--- src/rtl/branch_resolver_pkg.sv ---
// branch_resolver_pkg: opcodes, branch fun3 codes and resolver state encoding
package branch_resolver_pkg;

    localparam logic [6:0] OP_BRANCH = 7'b1100011;
    localparam logic [6:0] OP_JAL    = 7'b1101111;
    localparam logic [6:0] OP_JALR   = 7'b1100111;

    localparam logic [2:0] F3_BEQ  = 3'b000;
    localparam logic [2:0] F3_BNE  = 3'b001;
    localparam logic [2:0] F3_BLT  = 3'b100;
    localparam logic [2:0] F3_BGE  = 3'b101;
    localparam logic [2:0] F3_BLTU = 3'b110;
    localparam logic [2:0] F3_BGEU = 3'b111;

    typedef enum logic [1:0] {IDLE, WAIT_OPS, RESOLVE, REPORT} state_e;

    function automatic logic is_cti(input logic [6:0] op);
        return op == OP_BRANCH || op == OP_JAL || op == OP_JALR;
    endfunction

endpackage

--- src/rtl/branch_resolver_compare.sv ---
// br_compare: six-way signed/unsigned branch condition with illegal fun3 flag
module br_compare
    import branch_resolver_pkg::*;
(
    input  logic [31:0] a,
    input  logic [31:0] b,
    input  logic [2:0]  fun3,
    output logic        cond,
    output logic        illegal
);

    // Evaluate the branch condition; fun3 010/011 are not branch encodings
    always_comb begin
        cond    = 1'b0;
        illegal = 1'b0;
        case (fun3)
            F3_BEQ:  cond = a == b;
            F3_BNE:  cond = a != b;
            F3_BLT:  cond = $signed(a) < $signed(b);
            F3_BGE:  cond = $signed(a) >= $signed(b);
            F3_BLTU: cond = a < b;
            F3_BGEU: cond = a >= b;
            default: illegal = 1'b1;
        endcase
    end

endmodule

--- src/rtl/branch_resolver.sv ---
// branch_resolver: resolves BRANCH/JAL/JALR next PC and link write-back
module branch_resolver
    import branch_resolver_pkg::*;
#(
    parameter int LINK_EN = 1
) (
    input  logic        clk,
    input  logic        rst,
    input  logic        br_valid,
    output logic        br_ready,
    input  logic [6:0]  opcode,
    input  logic [2:0]  fun3,
    input  logic [4:0]  rd,
    input  logic [31:0] imm,
    input  logic [31:0] opc,
    input  logic [31:0] rs1_val,
    input  logic        rs1_rdy,
    input  logic [31:0] rs2_val,
    input  logic        rs2_rdy,
    input  logic        flush,
    output logic [31:0] npc,
    output logic        get_npc,
    output logic        taken,
    output logic        err,
    output logic        link_we,
    output logic [4:0]  link_rd,
    output logic [31:0] link_val
);

    state_e      state_q, state_d;
    logic [6:0]  opcode_q;
    logic [2:0]  fun3_q;
    logic [4:0]  rd_q;
    logic [31:0] imm_q, opc_q, rs1_q, rs2_q;
    logic [31:0] npc_q, link_val_q;
    logic [4:0]  link_rd_q;
    logic        get_npc_q, taken_q, err_q, link_we_q;
    logic        accept, ops_rdy, latch_ops, rep;
    logic        cond, illegal;
    logic        is_br, is_jalr, want, mis;
    logic [31:0] seq, target, npc_d;
    logic        taken_d, err_d, link_we_d;

    br_compare u_cmp (
        .a      (rs1_q),
        .b      (rs2_q),
        .fun3   (fun3_q),
        .cond   (cond),
        .illegal(illegal)
    );

    assign accept    = state_q == IDLE && br_valid && is_cti(opcode);
    assign ops_rdy   = opcode_q == OP_JAL || (rs1_rdy && (opcode_q == OP_JALR || rs2_rdy));
    assign latch_ops = state_q == WAIT_OPS && !flush && ops_rdy;
    assign rep       = state_q == RESOLVE && !flush;

    // Next-state: flush only aborts while operands are pending or resolving
    always_comb begin
        state_d = state_q;
        case (state_q)
            IDLE:     state_d = accept ? WAIT_OPS : IDLE;
            WAIT_OPS: state_d = flush ? IDLE : (ops_rdy ? RESOLVE : WAIT_OPS);
            RESOLVE:  state_d = flush ? IDLE : REPORT;
            default:  state_d = IDLE;
        endcase
    end

    // Resolution: a misaligned taken target falls back to the sequential PC
    always_comb begin
        is_br     = opcode_q == OP_BRANCH;
        is_jalr   = opcode_q == OP_JALR;
        seq       = opc_q + 32'd4;
        target    = is_jalr ? ((rs1_q + imm_q) & ~32'd1) : (opc_q + imm_q);
        want      = !is_br || (cond && !illegal);
        mis       = want && target[1];
        err_d     = (is_br && illegal) || mis;
        taken_d   = want && !mis;
        npc_d     = taken_d ? target : seq;
        link_we_d = (LINK_EN != 0) && !is_br && !err_d && rd_q != 5'd0;
    end

    // State register
    always_ff @(posedge clk) begin
        if (rst) state_q <= IDLE;
        else     state_q <= state_d;
    end

    // Instruction fields captured on accept, operands captured once ready
    always_ff @(posedge clk) begin
        if (rst) begin
            opcode_q <= '0;
            fun3_q   <= '0;
            rd_q     <= '0;
            imm_q    <= '0;
            opc_q    <= '0;
            rs1_q    <= '0;
            rs2_q    <= '0;
        end else begin
            if (accept) begin
                opcode_q <= opcode;
                fun3_q   <= fun3;
                rd_q     <= rd;
                imm_q    <= imm;
                opc_q    <= opc;
            end
            if (latch_ops) begin
                rs1_q <= rs1_val;
                rs2_q <= rs2_val;
            end
        end
    end

    // Report registers: strobes live only in REPORT, values hold otherwise
    always_ff @(posedge clk) begin
        if (rst) begin
            npc_q      <= '0;
            get_npc_q  <= 1'b0;
            taken_q    <= 1'b0;
            err_q      <= 1'b0;
            link_we_q  <= 1'b0;
            link_rd_q  <= '0;
            link_val_q <= '0;
        end else begin
            get_npc_q <= rep;
            taken_q   <= rep && taken_d;
            err_q     <= rep && err_d;
            link_we_q <= rep && link_we_d;
            if (rep) npc_q <= npc_d;
            if (rep && link_we_d) begin
                link_rd_q  <= rd_q;
                link_val_q <= seq;
            end
        end
    end

    assign br_ready = state_q == IDLE;
    assign npc      = npc_q;
    assign get_npc  = get_npc_q;
    assign taken    = taken_q;
    assign err      = err_q;
    assign link_we  = link_we_q;
    assign link_rd  = link_rd_q;
    assign link_val = link_val_q;

endmodule

--- config.mk ---
export PLATFORM = sky130hd
export DESIGN_NAME = branch_resolver
export DESIGN_NICKNAME = d
export VERILOG_FILES = /design/src/rtl/branch_resolver_pkg.sv /design/src/rtl/branch_resolver_compare.sv /design/src/rtl/branch_resolver.sv
export SDC_FILE = /design/constraint.sdc
export NUM_CORES = 1
export LEC_CHECK = 0
export BUFFER_PORTS_ARGS = -buffer_cell sky130_fd_sc_hd__buf_2
export CAP_MARGIN = 20
export CORE_MARGIN = 2
export CORE_UTILIZATION = 54
export CTS_BUF_LIST = sky130_fd_sc_hd__clkbuf_8 sky130_fd_sc_hd__clkbuf_16
export DETAILED_ROUTE_END_ITERATION = 7
export PLACE_DENSITY_LB_ADDON = 0.1
export SYNTH_ARGS = -nofsm -noshare
export SYNTH_HDL_FRONTEND = slang
export SYNTH_SLANG_ARGS = --single-unit
--- constraint.sdc ---
create_clock -name clk -period 3.25 [get_ports clk]
set_clock_uncertainty 0.1 [all_clocks]
set_input_delay 0.325 -clock clk [delete_from_list [all_inputs] [get_ports clk]]
set_output_delay 0.325 -clock clk [all_outputs]
set_load 0.02 [all_outputs]
== Word level (Yosys, flattened, before mapping) ==
Index checks and enable logic that the tools add are counted.

* Equality and inequality tests: 15
* Add/sub/neg operators: 3
* Reduce and logical (&&, ||, !) cells: 29
* Magnitude comparators: 4
* Muxes and demuxes: 9

{| class="wikitable"
|+ Operators with widths
! kind !! number
|-
| $add 32x32->32 || 2
|-
| $ge 32x32->1 || 2
|-
| $lt 32x32->1 || 2
|-
| $mux 32 || 2
|-
| $eq 7x7->1 const B || 6
|-
| $add 32x3->32 const B || 1
|-
| $eq 32x32->1 || 1
|-
| $ne 32x32->1 || 1
|-
| $logic_and 1x1->1 || 15
|-
| $eq 3x3->1 const B || 4
|-
| $logic_or 1x1->1 || 6
|-
| $mux 2 || 3
|-
| $pmux 1 s6 || 1
|-
| $pmux 2 s3 || 1
|-
| $reduce_or 6->1 || 1
|-
| $reduce_bool 5->1 || 1
|-
| $logic_not 1->1 || 4
|-
| $eq 3x1->1 const B || 1
|-
| $logic_not 3->1 || 1
|-
| $eq 2x1->1 const B || 1
|-
| $eq 2x2->1 const B || 1
|-
| $logic_not 2->1 || 1
|-
| $mux 1 || 2
|}

* Register bits after elaboration: 218
* Input bits: 149
* Word-level logic and storage cells: 75
* Output and inout bits: 74

== Longest topological paths before layout ==
* Depth in word-level cells: 10
* Mapped depth: 13

== Hierarchy ==
A second synthesis with hierarchy kept.

* Cell total of the unflattened synthesis: 1654
* Area total of the unflattened synthesis: 12660.9 sq um

{| class="wikitable"
|+ Modules (own cells, without submodules)
! module !! area each (sq um) !! instances !! cells an instance
|-
| branch_resolver || 11731.3 || 1 || 1525
|-
| br_compare || 929.6 || 1 || 129
|}

== Least setup slack after synthesis ==
No wires, ideal clock.

* Path type: reg-to-reg
* From: reg imm_q[0]
* To: reg npc_q[30] (netlist: npc[30])
* Stages on the path, launching flop included: 13
* Period minus slack after synthesis: 2.999 ns
* Setup time: 0.130 ns
* Path slack: 0.251 ns
* Arrival time: 2.770 ns
* Path through: dfxtp_1 ha_1 fa_1 a21oi_1 o21ai_1 a2111oi_4 nor3_1 or4b_4 nand2_1 o31ai_1 a2bb2oi_2 a21oi_1 nor3_2

* Word-level cells in the longest chain between the ends: 6
* Elaborated cells between the ends (all ways): 7
* Classes of those cells: 2 x add/sub; 2 x mux; 3 x reduce/logical

{| class="wikitable"
|+ Ends and longest elaborated chain
! item !! RTL line !! RTL
|-
| from (decl) || branch_resolver.sv:34 || <nowiki>logic [31:0] imm_q, opc_q, rs1_q, rs2_q;</nowiki>
|-
| from (signal assigned) || branch_resolver.sv:103 || <nowiki>imm_q <= imm;</nowiki>
|-
| $add 32x32->32 || branch_resolver.sv:73 || <nowiki>target = is_jalr ? ((rs1_q + imm_q) & ~32'd1) : (opc_q + imm_q);</nowiki>
|-
| $mux 32 * || branch_resolver.sv:73 ||
|-
| $logic_and 1x1->1 || branch_resolver.sv:75 || <nowiki>mis = want && target[1];</nowiki>
|-
| $logic_not 1->1 || branch_resolver.sv:77 || <nowiki>taken_d = want && !mis;</nowiki>
|-
| $logic_and 1x1->1 || branch_resolver.sv:77 ||
|-
| $mux 32 * || branch_resolver.sv:78 || <nowiki>npc_d = taken_d ? target : seq;</nowiki>
|-
| to (signal assigned) || branch_resolver.sv:128 || <nowiki>if (rep) npc_q <= npc_d;</nowiki>
|-
| to (decl) || branch_resolver.sv:35 || <nowiki>logic [31:0] npc_q, link_val_q;</nowiki>
|}

Every way passes the cells marked *; elsewhere a longest branch is shown, timed or not.
A chain may end at the register's enable or synchronous reset.

== Final worst setup path ==
* From: reg rs1_q[30]
* To: reg npc_q[25] (netlist: npc[25])

* Word-level cells in the longest chain between the ends: 8
* Elaborated cells between the ends (all ways): 13
* Classes of those cells: 4 x order compare; 2 x eq/ne; 2 x mux; 5 x reduce/logical

{| class="wikitable"
|+ Ends and longest elaborated chain
! item !! RTL line !! RTL
|-
| from (decl) || branch_resolver.sv:34 ||
|-
| from (signal assigned) || branch_resolver.sv:107 || <nowiki>rs1_q <= rs1_val;</nowiki>
|-
| $ge 32x32->1, or another cell as far along || branch_resolver_compare.sv:22 || <nowiki>F3_BGEU: cond = a >= b;</nowiki>
|-
| $pmux 1 s6 * || branch_resolver_compare.sv:16 || <nowiki>case (fun3)</nowiki>
|-
| $logic_and 1x1->1 * || branch_resolver.sv:74 || <nowiki>want = !is_br || (cond && !illegal);</nowiki>
|-
| $logic_or 1x1->1 * || branch_resolver.sv:74 ||
|-
| $logic_and 1x1->1 || branch_resolver.sv:75 ||
|-
| $logic_not 1->1 || branch_resolver.sv:77 ||
|-
| $logic_and 1x1->1 * || branch_resolver.sv:77 ||
|-
| $mux 32 * || branch_resolver.sv:78 ||
|}

Marked as above.

==> results.yml <==
floorplanning:
  die_x_microns: 157
  rows: 55
  num_io_pins: 223
  dieHeight_microns: 157
  core-area_sq_mm: 0.0228
  initial_core_util_pct: 55.4
  die-area_sq_mm: 0.0247
logic_synthesis:
  yosys_register_bits: 218
  synth.most_common_cell: "nand2_1"
  syn_avg_cell_area_sq_um: 7.76
  syn_nets: 1874
  ys_top_cells_by_count: "nand2_1 (374), a21oi_1 (221), dfxtp_1 (218)"
  yosys.area.top_type_share_pct: 34.5
  synthFlopType: "dfxtp_1"
  synthTopCellsByArea: "dfxtp_1 (35%), nand2_1 (11%), ha_1 (9.3%)"
  synth_top_area_cell: "dfxtp_1"
  ys_seq_area_share_pct: 34.5
  synth_cells: 1629
  netlist_area_sq_mm: 0.0126
  async_flop_share_pct: 0
  synth_edf_count: 0
  synthDistinctLibCells: 84
  ys_warn_count: 0
power:
  max-vdd-ir-drop_v: 0.000449
  intPower_mw: 4.65
  p_total_mw: 5.98
  power_density_mw_per_mm2: 352
  p_leak_nw: 7.19
  switching_share_pct: 22.2
  power_frac_clock_pct: 49.1
  p_seq_share_pct: 44.9
  pwr-share-comb_pct: 5.9
  power.switching_mw: 1.33
worst_setup_path:
  critPathKind: "reg2reg"
  rrSetupSlack_ns: 0.06
  crit_buf_inv: 2
  worstReg2RegEnd: "npc[25]$_SDFFE_PP0P_"
  worstSetupEndpointType: "register"
  crit_family: "simple AND/OR/NAND/NOR gates"
  r2r_cells: 11
  worstPathRequired_ns: 3.56
  cp-endpoint: "npc[25]$_SDFFE_PP0P_"
  path_depth: 11
  max_stage_delay_ns: 0.42
  critPathSlowestCell: "o221ai_1"
  path_cells: "ha_1, and4_1, nand4_1, nor2_1, nand3_1, o221ai_1, nor3_4, buf_12, buf_2, and3_1, a311o_1"
  start_kind: "register"
  crit_arrival_ns: 3.50
  crit_start: "rs1_q[30]$_SDFFE_PP0P_"
  path_max_fanout: 9
  reg2reg_from: "rs1_q[30]$_SDFFE_PP0P_"
layout:
  num_antenna_cells: 0
  syn_to_final_growth_pct: 34.4
  layout.nets: 2261
  fill_cells: 1788
  final_layout_size_suffix_gt1_share_pct: 20.5
  multiInputGateArea_sq_mm: 0.00792
  seq_area_sq_mm: 0.00437
routing:
  wl_per_cell_microns: 18.3
  dr.pass1.iters: 5
  drt_wl_total_mm: 43.0
  drt-initial-drc-count: 1342
  via_per_inst: 5.78
  via_count: 13600
  antenna_left: 0
  post-route-drc-count: 0
global_route:
  grt_max_degree: 145
  grt_pass1_vias: 12700
  overflow: 0
  antenna_found_initial: 0
  track_usage_pct: 33.2
  grt_pass1_wl_mm: 65.5
clock_tree:
  cts_tree: "yes"
  insertion_delay_ns: 0.53
  cts.reportedPaths.clkPinSlew_ns: 0.06
  cts_max_level: 1
  cts_buffers: 24
  cts_root_buffer: "clkbuf_16"
  cts_sinks: 218
  cts.path.max_buffers: 3
run:
  max-cap-violations: 0
placement:
  hpwl_mm: 28.6
  portBuffers: 222
  place_congestion: 0.943
timing:
  setup_viol: 0
  layout_min_cycle_time_ns: 3.19
  finalMaxSlewViolations: 0
  whs_ns: 0.0253
  worstMarginPinSlew_ns: 0.849
  hold_viol_final: 0
  worst_slew_margin_rel_pct: 43.4
  max_clock_freq_mhz: 314
  fin_crit_sh_pct: 98.1
outcome:
  outcome: "complete, no violations"
min_path:
  hold_class: "in2reg"
[cells by family (layout without fill, tap and decap cells)]
group           Yosys count  in the layout  synth area share, %
mux                       7              7                0.574
buf+inv                 139            544                 4.75
flops                   218            218                 34.5
fa+ha+maj                96             96                 9.62
simple gates            645            645                 22.5
compound gates          443            443                 22.5
xor+xnor                 81             81                 5.61
[layer usage]
layer | vias to the layer above | track usage, % | wire length [microns] | part of all wire, %
li1 | 6515 | - | - | -
met1 | 6328 | 46.2 | 19000 | 44
met2 | 649 | 54.1 | 19400 | 45
met3 | 76 | 4.87 | 3600 | 8.4
met4 | 0 | 8.40 | 958 | 2.2
met5 | - | 0 | 0 | 0
[cell usage in the layout (no fill, tap or decap), types with 27 or more instances in the layout]
cell type,n
nand2_1,373
a211oi_1,33
xor2_1,39
nor3_1,28
o21ai_0,38
ha_1,91
buf_4,81
dlygate4sd3_1,135
inv_1,55
a21oi_1,213
xnor2_1,42
nor2_1,90
nand3_1,40
buf_2,222
clkbuf_16,27
dfxtp_1,216
[worst register-to-register path: cells and delay by family (launching register included)]
family                   cells  cell delay, ns
AND/OR/NAND/NOR              6            1.20
AO/OA/AOI/OAI                2            0.72
flip-flops                   1            0.36
adder cells (fa/ha/maj)      1            0.34
buffers and inverters        2            0.34
[registers in the layout, indices dropped and copies added (netlist names)]
register and cells:
imm_q 32, link_val 32, npc 32, opc_q 32
rs1_q 32, rs2_q 32, opcode_q 7, link_rd 5
rd_q 5, fun3_q 3, state_q 2, err 1
get_npc 1, link_we 1, taken 1
[stage by stage]
| step | util (%) | TNS (ns) | setup slack [ns] | instance area, sq um | cells |
|---|---|---|---|---|---|
| 2_1_floorplan | - | 0 | 0.251 | 12600 | 1629 |
| 3_3_place_gp | 63.2 | -0.0508 | -0.0508 | 14400 | 2157 |
| 3_5_place_dp | 63.2 | -0.0809 | -0.0547 | 14400 | 2157 |
| 4_1_cts | 72.9 | -0.00364 | -0.00364 | 16700 | 2337 |
| 5_1_grt | 74.4 | -0.129 | -0.0383 | 17000 | 2347 |
| 6_report | 74.4 | 0 | 0.0615 | 17000 | 2347 |
[how the worst min path moves through the flow]
stage / from / to / slack [ns] / depth (start not counted)
floorplan: flush / state_q[1]$_SDFF_PP0_ / 0.30 / 1
global placement: npc[4]$_SDFFE_PP0P_ / npc[4]$_SDFFE_PP0P_ / 0.34 / 2
detailed placement: link_rd[1]$_SDFFE_PP0P_ / link_rd[1]$_SDFFE_PP0P_ / 0.34 / 2
CTS: opc[5] / opc_q[5]$_SDFFE_PP0P_ / 0.004 / 3
global route: rs1_val[29] / rs1_q[29]$_SDFFE_PP0P_ / 0.01 / 3
finish: rs1_val[29] / rs1_q[29]$_SDFFE_PP0P_ / 0.03 / 3
[power by group through the flow]
stage	clock network, mW	logic (mW)	registers (mW)
finish	2.94	0.355	2.69
global route	3.06	0.378	2.68
CTS	2.95	0.335	2.69
detailed placement	0	0.210	2.74
global placement	0	0.209	2.74
floorplan	0	0.0867	2.74
[cell type report]
type                       instances  area share, %
sequential                       218           25.7
tap                              313           2.30
clock inverter                    17           1.15
clock buffer                      27           3.84
inverter                          51           1.13
multi-input combinational       1272           46.6
timing repair buffer             449           19.3
[repair_timing]
item                                    CTS  global route
hold endpoints to repair                135             0
cloned                                    0             4
pin swaps                                 4            21
setup buffers                             1             5
endpoints found under the setup margin    5            31
resized for setup                         3            42
hold buffers                            135             0
Note: power is estimated with default switching activity, not from simulation.
